[config.mk]
export PLATFORM = sky130hd
export DESIGN_NAME = viterbi_acs_array
export DESIGN_NICKNAME = d
export VERILOG_FILES = /design/src/rtl/viterbi_acs_array.sv
export SDC_FILE = /design/constraint.sdc
export NUM_CORES = 1
export LEC_CHECK = 0
export BUFFER_PORTS_ARGS = -buffer_cell sky130_fd_sc_hd__buf_2
export CAP_MARGIN = 20
export CORE_ASPECT_RATIO = 0.75
export CORE_MARGIN = 2
export CORE_UTILIZATION = 62
export CTS_BUF_LIST = sky130_fd_sc_hd__clkbuf_8 sky130_fd_sc_hd__clkbuf_16
export DETAILED_ROUTE_END_ITERATION = 10
export PLACE_DENSITY_LB_ADDON = 0.08
export SLEW_MARGIN = 20
export SYNTH_ARGS = -nofsm -noshare
export SYNTH_HDL_FRONTEND = slang
export SYNTH_SLANG_ARGS = --single-unit
export TNS_END_PERCENT = 10
[constraint.sdc]
create_clock -name clk -period 4.8 [get_ports clk]
set_input_delay 0.96 -clock clk [delete_from_list [all_inputs] [get_ports clk]]
set_output_delay 0.96 -clock clk [all_outputs]
set_load 0.01 [all_outputs]
[src/rtl/viterbi_acs_array.sv]
// Rate-1/2 Viterbi branch-metric and add-compare-select engine covering all 2^(K-1) trellis states.
// Define VITERBI_ACS_BEST_EN to register the lowest-index argmin state alongside every update.
module viterbi_acs_array #(
  parameter int unsigned  K  = 4,
  parameter logic [K-1:0] G0 = 4'b1111,
  parameter logic [K-1:0] G1 = 4'b1101,
  parameter int unsigned  SW = 1,
  parameter int unsigned  MW = 8
) (
  input  logic                        clk,
  input  logic                        rst,
  input  logic                        enable,
  input  logic                        frame_start,
  input  logic                        in_valid,
  input  logic [2*SW-1:0]             d_in,
  output logic                        out_valid,
  output logic [2**(K-1)-1:0]         survivor,
  output logic [2**(K-1)-1:0]         state_valid,
  output logic [(2**(K-1))*MW-1:0]    pm_flat,
  output logic                        norm_event,
  output logic [K-2:0]                best_state
);

  localparam int unsigned NS   = 2**(K-1);
  localparam logic [SW-1:0] SMAX = '1;

  logic [MW-1:0] pm_q      [NS];
  logic [MW-1:0] src_pm    [NS];
  logic [MW-1:0] new_pm    [NS];
  logic [NS-1:0] src_valid;
  logic [NS-1:0] new_valid;
  logic [NS-1:0] new_surv;
  logic [NS-1:0] msb_ok;
  logic          norm_c;

  // Soft-decision distance of one received pair to the branch labelled by encoder register r.
  function automatic logic [SW:0] branch_metric(input logic [K-1:0] r, input logic [2*SW-1:0] d);
    logic [SW-1:0] x0, x1, c0, c1;
    x0 = d[SW-1:0];
    x1 = d[2*SW-1:SW];
    c0 = (^(r & G0)) ? SMAX - x0 : x0;
    c1 = (^(r & G1)) ? SMAX - x1 : x1;
    return {1'b0, c0} + {1'b0, c1};
  endfunction

  // A frame restart replaces the registered metrics with the initial trellis state.
  assign src_valid = frame_start ? NS'(1) : state_valid;
  assign norm_c    = (|src_valid) & (&msb_ok);

  for (genvar s = 0; s < NS; s++) begin : g_acs
    localparam logic [K-2:0] NSB = (K-1)'(s);
    localparam logic [K-2:0] P0  = {NSB[K-3:0], 1'b0};
    localparam logic [K-2:0] P1  = {NSB[K-3:0], 1'b1};
    localparam logic [K-1:0] R0  = {NSB[K-2], P0};
    localparam logic [K-1:0] R1  = {NSB[K-2], P1};

    logic [MW:0]   sum0, sum1;
    logic [MW-1:0] c0, c1, sel_pm;
    logic          take1;

    assign src_pm[s] = frame_start ? '0 : pm_q[s];
    assign msb_ok[s] = ~src_valid[s] | src_pm[s][MW-1];

    assign sum0 = {1'b0, src_pm[P0]} + (MW+1)'(branch_metric(R0, d_in));
    assign sum1 = {1'b0, src_pm[P1]} + (MW+1)'(branch_metric(R1, d_in));
    assign c0   = sum0[MW] ? '1 : sum0[MW-1:0];
    assign c1   = sum1[MW] ? '1 : sum1[MW-1:0];

    // p1 only wins when p0 is unreachable or strictly worse, so ties go to p0.
    assign take1        = src_valid[P1] & (~src_valid[P0] | (c1 < c0));
    assign new_valid[s] = src_valid[P0] | src_valid[P1];
    assign new_surv[s]  = take1;
    assign sel_pm       = !new_valid[s] ? '0 : (take1 ? c1 : c0);
    assign new_pm[s]    = norm_c ? {1'b0, sel_pm[MW-2:0]} : sel_pm;

    assign pm_flat[s*MW +: MW] = pm_q[s];
  end

`ifdef VITERBI_ACS_BEST_EN
  logic [K-2:0]  best_c;
  logic [MW-1:0] best_pm;
  logic          found;

  // Strict less-than keeps the lowest index among equal metrics.
  always_comb begin
    best_c  = '0;
    best_pm = '0;
    found   = 1'b0;
    for (int unsigned s = 0; s < NS; s++) begin
      if (new_valid[s] && (!found || new_pm[s] < best_pm)) begin
        found   = 1'b1;
        best_pm = new_pm[s];
        best_c  = (K-1)'(s);
      end
    end
  end
`else
  assign best_state = '0;
`endif

  always_ff @(posedge clk or posedge rst) begin
    if (rst) begin
      pm_q        <= '{default: '0};
      state_valid <= NS'(1);
      survivor    <= '0;
      out_valid   <= 1'b0;
      norm_event  <= 1'b0;
`ifdef VITERBI_ACS_BEST_EN
      best_state  <= '0;
`endif
    end else if (!enable) begin
      pm_q        <= '{default: '0};
      state_valid <= NS'(1);
      survivor    <= '0;
      out_valid   <= 1'b0;
      norm_event  <= 1'b0;
`ifdef VITERBI_ACS_BEST_EN
      best_state  <= '0;
`endif
    end else if (in_valid) begin
      pm_q        <= new_pm;
      state_valid <= new_valid;
      survivor    <= new_surv;
      out_valid   <= 1'b1;
      norm_event  <= norm_c;
`ifdef VITERBI_ACS_BEST_EN
      best_state  <= best_c;
`endif
    end else begin
      out_valid   <= 1'b0;
      norm_event  <= 1'b0;
    end
  end

endmodule

* After elaboration in Yosys (flattened, before gate mapping)
Cells that the tools add are included. W data, S select, Z words.
Word-level totals: register bits after elaboration 82, input port bits 7, output and inout bits 85, logic and storage cells 141
Operators by class: add/sub/neg operators 22, magnitude comparators 8, equal/unequal tests 1, multiplexer cells 59, bitwise gates (word level) 37, reductions and logical operators 2
Operator list (number):
- $mux W8 | 53
- $add A8 B2 Y9 | 16
- $mux W64 | 2
- $lt A8 B8 Y1 | 8
- $or A1 B1 Y1 | 20
- $and A1 B1 Y1 | 9
- $add A1 B1 Y2 | 4
- $not A1 Y1 | 8
- $reduce_and A8 Y1 | 1
- $reduce_or A8 Y1 | 1
- $mux W1 | 4
- $ne A2 B1 Y1 const B | 1
- $sub A1 B1 Y1 const A | 2

* Depth between registers and ports, before layout
Gate-level depths: netlist (run 1).
word-level depth 12, mapped depth 23, gate-level depth less buffers 16

* Worst setup path before layout (run 1)
No wires, ideal clock.
path type input to register, from input frame_start, to register pm_q (netlist bit pm_flat[57]), setup time 0.116 ns, data arrival time 5.059 ns, required time 4.684 ns, setup slack -0.375 ns, cell stages on the path 23, buffers on the path 9, path through buf_6 > buf_6 > buf_6 > buf_2 > buf_4 > clkbuf_1 > nor2b_1 > ha_1 > clkbuf_1 > maj3_1 > and2_1 > clkbuf_1 > nand2_1 > a211oi_1 > a31oi_1 > ha_1 > a211oi_1 > nor2_1 > or4_1 > o2bb2ai_1 > buf_2 > nand3_1 > o311ai_0
On the way: longest elaborated chain between the ends 11, elaborated cells on any way between the ends 17, those cells by class 2 x add/sub; 1 x order compare; 10 x mux; 4 x bitwise
RTL lines:
- start: declaration | RTL line 13 | input logic frame_start,
- $mux W8 | RTL line 61 | assign src_pm[s] = frame_start ? '0 : pm_q[s];
- $add A8 B2 Y9 (on tied branches) | RTL line 65, 64
- $mux W8 (on tied branches) | RTL line 67, 66
- $lt A8 B8 Y1 | RTL line 70 | assign take1 = src_valid[P1] & (~src_valid[P0] | (c1 < c0));
- $or A1 B1 Y1 | RTL line 70
- $and A1 B1 Y1 | RTL line 70
- $mux W8 | RTL line 73 | assign sel_pm = !new_valid[s] ? '0 : (take1 ? c1 : c0);
- $mux W8 (*) | RTL line 73
- $mux W8 (*) | RTL line 74 | assign new_pm[s] = norm_c ? {1'b0, sel_pm[MW-2:0]} : sel_pm;
- $mux W64 (*) | RTL line 120 | end else if (in_valid) begin
- $mux W64 (*) | RTL line 111 | end else if (!enable) begin
- end signal: assignment | RTL line 121 | pm_q <= new_pm;
- end: declaration | RTL line 27 | logic [MW-1:0] pm_q [NS];
Every way passes the cells marked *; elsewhere a longest branch is shown, timed or not. The select of a mux whose other input is x is not followed. A chain may end at the register's enable or synchronous reset.

* Worst setup path in the final report (run 1)
from input d_in[1], to register pm_q (netlist bit pm_flat[4])
On the way: longest elaborated chain between the ends 12, elaborated cells on any way between the ends 15, those cells by class 5 x add/sub; 1 x order compare; 7 x mux; 2 x bitwise
RTL lines:
- start: declaration | RTL line 15 | input logic [2*SW-1:0] d_in,
- $sub A1 B1 Y1 | RTL line 42 | c1 = (^(r & G1)) ? SMAX - x1 : x1;
- $add A1 B1 Y2 | RTL line 43 | return {1'b0, c0} + {1'b0, c1};
- $add A8 B2 Y9 | RTL line 65 | assign sum1 = {1'b0, src_pm[P1]} + (MW+1)'(branch_metric(R1, d_in));
- $mux W8 | RTL line 67 | assign c1 = sum1[MW] ? '1 : sum1[MW-1:0];
- $lt A8 B8 Y1 | RTL line 70
- $or A1 B1 Y1 | RTL line 70
- $and A1 B1 Y1 | RTL line 70
- $mux W8 (*) (2 in series) | RTL line 73
- $mux W8 (*) | RTL line 74
- $mux W64 (*) | RTL line 120
- $mux W64 (*) | RTL line 111
Marks and branches as above.

==> results of run 1 <==
==> flip-flops by register name, summed over array words and instances (netlist names) <==
signal,count
pm_flat,64
survivor,8
state_valid,4
norm_event,1
out_valid,1
==> logic make-up after synthesis <==
kind of cell,Yosys count
AO/OA/AOI/OAI,357
XOR/XNOR,47
adder cells (fa/ha/maj),80
buffers and inverters,120
flip-flops,78
multiplexers,32
other,1
AND/OR/NAND/NOR,503
==> critical path, delay by kind of cell <==
family	cells	cell delay [ns]
AO/OA/AOI/OAI	4	1.15
adder cells (fa/ha/maj)	3	0.94
buffers and inverters	4	0.40
multiplexers	1	0.39
AND/OR/NAND/NOR	5	0.98
==> layer usage <==
metal	track usage, %	part of all wire (%)
met2	53.2	38
met1	60.5	46
met4	14.4	3.6
met5	0	0
met3	13.7	13
==> worst max-delay path by stage <==
stage                startpoint                      end  slack [ns]  cells past startpoint
detailed placement      d_in[1]  pm_flat[50]$_DFFE_PP0P_       -0.13                     16
CTS                     d_in[1]  pm_flat[50]$_DFFE_PP0P_        0.23                     16
global placement        d_in[0]  pm_flat[51]$_DFFE_PP0P_       -0.05                     16
global route            d_in[0]  pm_flat[50]$_DFFE_PP0P_       -0.01                     15
finish                  d_in[1]   pm_flat[4]$_DFFE_PP0P_        0.21                     17
floorplan           frame_start  survivor[2]$_DFFE_PP0P_       -0.03                     19
==> timing repair <==
item                                    CTS  global route
endpoints found under the hold margin     0             0
endpoints found under the setup margin    0             7
resized for setup                         0             3
==> report_power, final <==
part	leakage (nW)	switching [W]	total, W	internal (W)
combinational	3.67	0.000219	0.000343	0.000125
clock	0.178	0.000307	0.000841	0.000534
sequential	1.08	0.0000150	0.000680	0.000665
total	4.93	0.000541	0.00186	0.00132
==> stage by stage <==
stage | setup TNS (ns) | utilization, % | instances
floorplan | -0.109 | - | 1220
global placement | -0.143 | 70.1 | 1526
detailed placement | -0.779 | 70.1 | 1526
CTS | 0 | 72.4 | 1542
global route | -0.0115 | 72.5 | 1542
finish | 0 | 72.5 | 1542
==> placed cells by master (no fill, tap or decap), types with 18 or more instances in the layout <==
master    synthesis  layout
nand2b_1         18      18
xnor2_1          30      30
o211ai_1         24      24
and2_1           21      21
o21ai_0          62      62
nor3_1           24      24
nand4_1          19      19
nand3_1          46      46
and3_1           18      18
dfrtp_1          77      77
buf_2            27      87
nor2b_1          42      42
inv_1            32      33
nand2_1         143     143
ha_1             73      72
buf_4            12     100
a21oi_1          64      63
nor2_1           83      82
a31oi_1          20      20
or3_1            18      18
mux2i_1          24      24
==> final cells by class <==
| cell class | instances | area [µm²] |
|---|---|---|
| tap | 205 | 256 |
| sequential | 78 | 1950 |
| inverter | 33 | 125 |
| timing repair buffer | 188 | 1210 |
| fill | 1269 | 4150 |
| clock inverter | 5 | 97.6 |
| multi-input combinational | 1022 | 7080 |
| clock buffer | 11 | 253 |
==> reports/metrics.csv, run 1 <==
metric,value,unit
status,finished clean,
Max Freq,218,MHz
Remaining DRCs,0,
Starting Density,62.8,%
Most common cell on crit path,ha_1,
final worst path period share,95.7,%
MaxCap Viol Count,0,
Synth async-reset ratio,100,%
dpl hpwl,25400,µm
Post-CTS Setup Inserts,0,
Crit Path Max Fanout,6,
startpoint class of the critical path,input pin,
GRT Total Usage,40.4,%
min-delay src,survivor[4]$_DFFE_PP0P_,
Die X,147,µm
initial antenna violation count,0,
port buffer count,88,
Hold EP,survivor[4]$_DFFE_PP0P_,
final setup fails,0,
cts bufs inserted,9,
placed cell area,10600,µm²
number of flops mapped to enable cells by yosys,0,
Root Driver,clkbuf_16,
post-synthesis sequential area ratio,20.6,%
Final Cell Area,11000,µm²
Netlist cell types,100,
vias in the first global route,9231,
worst endpoint required time,5.04,ns
core area,15100,µm²
Area Growth Syn to Fin,15.5,%
simple-gate share of the synthesized area,28.1,%
Final Hold Vio Count,0,
Detail Route Antenna Nets,0,
"flops & latches, synth",78,
worst slew pin tran,0.912,ns
DR vias,10400,
number of cells produced by synthesis,1218,
skew final,0.00982,ns
worst vdd ir,0.145,mV
mux cell area share after synthesis,3.48,%
Synth top area share,20.3,%
leakage dissipation,4.93,nW
pre-CTS setup slack,-0.127,ns
r2r setup slk,0.80,ns
synth cell count leaders,"143 x nand2_1, 83 x nor2_1, 77 x dfrtp_1, 73 x ha_1, 64 x a21oi_1",
Crit Reg-Reg Startpoint,pm_flat[8]$_DFFE_PP0P_,
Routed WL,33400,µm
worst skew pair latency,0.36,ns
drt wl/cell,21.7,µm
TritonCTS clock tree,yes,
vias per std cell,6.71,
clk buf depth,2,
Post-CTS Hold Fix Bufs,0,
# nets final,1412,
R2R depth,14,
Ports,92,
H-tree levels,3,
Synth Cell Area,9500,µm²
Pwr Total,0.00186,W
Critical Path Max Stage Delay,0.42,ns
grt total ovfl,0,
die height,111,µm
Max-Slew Margin vs Limit,39.2,%
"area leader, netlist",dfrtp_1,
Initial DRC Count,1211,
final worst slack,0.209,ns
"Slowest-stage cell, CP",a32oi_2,
first-pass GRT wire length,51800,µm
clock slew at reported path FFs,0.07,ns
DIE AREA,16300,µm²
Synth Area in Adders,10.4,%
post-synthesis compound-gate area fraction,27.3,%
CP cell instances,buf_2 > inv_1 > ha_1 > buf_4 > ha_1 > nand2_1 > a21boi_0 > a21oi_1 > nor3_1 > inv_1 > ha_1 > and3_1 > nand4_1 > and3_1 > a32oi_2 > mux2_2 > a22o_1,
main combinational cell family by area after synthesis,simple AND/OR/NAND/NOR gates,
share of cells above drive strength 1,20.1,%
Pre-antenna DRT Iters,6,
worst hold path cell count,2,
antenna diode count,0,
Final Max Slew Viols,0,
Final Critical Period,4.59,ns
power per cell area,170,nW/µm²
R2R Path End,pm_flat[4]$_DFFE_PP0P_,
crit path kind,in2reg,
worst hold slack,0.504,ns
CTS Sinks,78,
yosys warns,0,
Post-Synth XOR/XNOR Area,4.33,%
FP Rows,39,
Worst Setup End Kind,flip-flop,
GPL Wtd Cong,1.01,
top_reg_cell synth,dfrtp_1,
HP Class,reg2reg,
pin count of the biggest net entering global routing,47,
most common cell in the netlist,nand2_1,
top post-synthesis cells by area,"dfrtp_1 20%, ha_1 9.6%, nand2_1 5.7%",
Syn Area/Cell,7.80,µm²
CP Data Arrival Time,4.83,ns
(Power assumes the default switching activity.)
==> inputs of run 2 (changes only) <==
--- a/config.mk
+++ b/config.mk
@@ -8,11 +8,12 @@
 export BUFFER_PORTS_ARGS = -buffer_cell sky130_fd_sc_hd__buf_2
 export CAP_MARGIN = 20
 export CORE_ASPECT_RATIO = 0.75
-export CORE_MARGIN = 2
+export CORE_MARGIN = 1
 export CORE_UTILIZATION = 62
 export CTS_BUF_LIST = sky130_fd_sc_hd__clkbuf_8 sky130_fd_sc_hd__clkbuf_16
 export DETAILED_ROUTE_END_ITERATION = 10
 export PLACE_DENSITY_LB_ADDON = 0.08
+export SKIP_CTS_REPAIR_TIMING = 1
 export SLEW_MARGIN = 20
 export SYNTH_ARGS = -nofsm -noshare
 export SYNTH_HDL_FRONTEND = slang
==> reports/metrics.csv, run 2 (synthesis results as in run 1) <==
metric,value,unit,change
status,finished clean,,
R2R depth,14,,unchanged
TritonCTS clock tree,yes,,
leakage dissipation,4.71,nW,-4.4%
Detail Route Antenna Nets,0,,unchanged
clock power share,41.5,%,-3.6 points
Final Max Slew Viols,0,,unchanged
vias per std cell,6.86,,+2.2%
Starting Density,64.6,%,+1.9 points
MaxCap Viol Count,0,,unchanged
die height,109,µm,-1.8%
RSZ-0062 raised after global routing,true,,
worst skew pair latency,0.37,ns,about the same
Pre-antenna DRT Iters,8,,+2
Gate power share,18.7,%,+0.3 points
DIE AREA,15800,µm²,-3.1%
Worst Setup End Kind,flip-flop,,
Max Freq,218,MHz,+0.15%
Die X,145,µm,-1.4%
clock slew at reported path FFs,0.07,ns,about the same
max reg flops,64,,unchanged
pin count of the biggest net entering global routing,52,,+11%
HP Class,reg2reg,,
Crit Path Max Fanout,6,,unchanged
"Core Util, Final",72.3,%,-0.23 points
Routed WL,32200,µm,-3.5%
startpoint class of the critical path,input pin,,
grt total ovfl,0,,unchanged
Remaining DRCs,0,,unchanged
CP Data Arrival Time,4.83,ns,about the same
Seq pwr share,39.8,%,+3.3 points
# nets final,1375,,-2.6%
worst hold path cell count,2,,unchanged
Final Critical Period,4.58,ns,-0.00703 ns
Area Growth Syn to Fin,11.9,%,
area of the multi-input gates,7080,µm²,about the same
power per cell area,161,nW/µm²,-5.0%
GRT Total Usage,41.1,%,+0.66 points
core area,14700,µm²,-2.9%
Psw,0.000574,W,+6.0%
FILL cells,1248,,-1.7%
port buffer count,88,,unchanged
"commonest non-fill, non-tap cell in the layout",nand2_1,,
Final Hold Vio Count,0,,unchanged
dpl hpwl,24600,µm,-3.1%
worst vdd ir,0.177,mV,+22%
share of cells above drive strength 1,17.9,%,-2.2 points
first-pass GRT wire length,50500,µm,-2.4%
skew final,0.0115,ns,+0.00168 ns
Register Area,1950,µm²,unchanged
internal power,0.00114,W,-14%
final setup fails,0,,unchanged
vias in the first global route,9110,,-1.3%
Max-Slew Margin vs Limit,36.9,%,-2.3 points
DR vias,10300,,-0.61%
crit path kind,in2reg,,
H-tree levels,3,,unchanged
clk buf depth,2,,unchanged
final worst path period share,95.5,%,-0.15 points
GPL Wtd Cong,0.973,,-3.5%
Ports,92,,unchanged
CTS Sinks,78,,unchanged
Root Driver,clkbuf_16,,
highest-count cells in the layout ignoring fill and taps,"143 x nand2_1, 87 x buf_2, 82 x nor2_1",,
Sw Ratio,33.5,%,+4.4 points
antenna diode count,0,,unchanged
FP Rows,38,,-2.6%
worst slew pin tran,0.946,ns,+0.0336 ns
cts bufs inserted,9,,unchanged
worst hold slack,0.487,ns,-0.0169 ns
initial antenna violation count,0,,unchanged
drt wl/cell,21.5,µm,-0.85%
worst endpoint required time,5.05,ns,about the same
Initial DRC Count,1150,,-5.0%
-- run 2: changes by cell type in the layout (fill, tap and decap cells not counted) --
cell / before / now
a211oi_1: 17 / 16
a211oi_2: 5 / 6
buf_4: 100 / 63
bufinv_16: 3 / 0
clkbuf_8: 2 / 0
clkinv_4: 0 / 2
clkinvlp_4: 0 / 1
inv_1: 33 / 31
inv_6: 0 / 2
inv_8: 0 / 2
o21ai_1: 3 / 4
o21ai_2: 3 / 2
o221ai_1: 2 / 3
o221ai_2: 1 / 0
-- run 2: final timing paths --
check                                               end                    start  slack [ns]
worst max-delay path            pm_flat[24]$_DFFE_PP0P_                  d_in[0]        0.22
worst min-delay path            survivor[4]$_DFFE_PP0P_  survivor[4]$_DFFE_PP0P_        0.49
worst max register to register  survivor[2]$_DFFE_PP0P_  pm_flat[41]$_DFFE_PP0P_        0.74
worst min register to register  survivor[4]$_DFFE_PP0P_  survivor[4]$_DFFE_PP0P_        0.49
max in group asynchronous       pm_flat[28]$_DFFE_PP0P_                      rst        3.10
min in group asynchronous       pm_flat[16]$_DFFE_PP0P_                      rst        0.77
-- run 2: worst max-delay path, stage by stage --
cell and delay [ns]:
buf_2 0.09, inv_1 0.05, ha_1 0.38, inv_1 0.25
ha_1 0.23, buf_4 0.15, nand2_1 0.07, a21oi_1 0.24
nand3_1 0.13, xnor2_1 0.16, a21oi_1 0.32, ha_1 0.31
a211oi_1 0.25, o21bai_1 0.13, o21ai_0 0.34, o221a_2 0.35
nand3_1 0.12, a32o_1 0.29
-- run 2: final cells by class --
class,instances,share of cell area (%)
Multi-Input combinational cell,1022,66.6
Sequential cell,78,18.4
Timing Repair Buffer,151,8.74
Tap cell,200,2.36
Clock buffer,9,2.12
Inverter,33,1.18
Clock inverter,7,0.612
-- run 2: power groups by stage --
stage               Sequential (W)  Clock (W)  Combinational, W
CTS                       0.000682   0.000717          0.000310
detailed placement        0.000695          0          0.000307
global route              0.000684   0.000740          0.000345
finish                    0.000683   0.000712          0.000320
global placement          0.000694          0          0.000305
floorplan                 0.000687          0          0.000220
-- run 2: through the flow --
stage | std cells | cell area [µm²] | power (W) | worst slack (ns) | TNS (ns)
finish | 1500 | 10600 | 0.00172 | 0.216 | 0
global route | 1500 | 10600 | 0.00177 | -0.0310 | -0.0922
floorplan | 1220 | 9570 | 0.000907 | -0.0299 | -0.109
CTS | 1500 | 10600 | 0.00171 | 0.214 | 0
global placement | 1484 | 10300 | 0.000999 | 0.0257 | 0
detailed placement | 1484 | 10300 | 0.00100 | -0.122 | -0.715
-- run 2: layer usage --
layer / track usage, % / vias up / routed length, µm
li1: - / 4712 / -
met1: 59.0 / 4804 / 14000
met2: 60.9 / 715 / 13300
met3: 9.21 / 57 / 4160
met4: 12.8 / 0 / 785
met5: 0 / - / 0
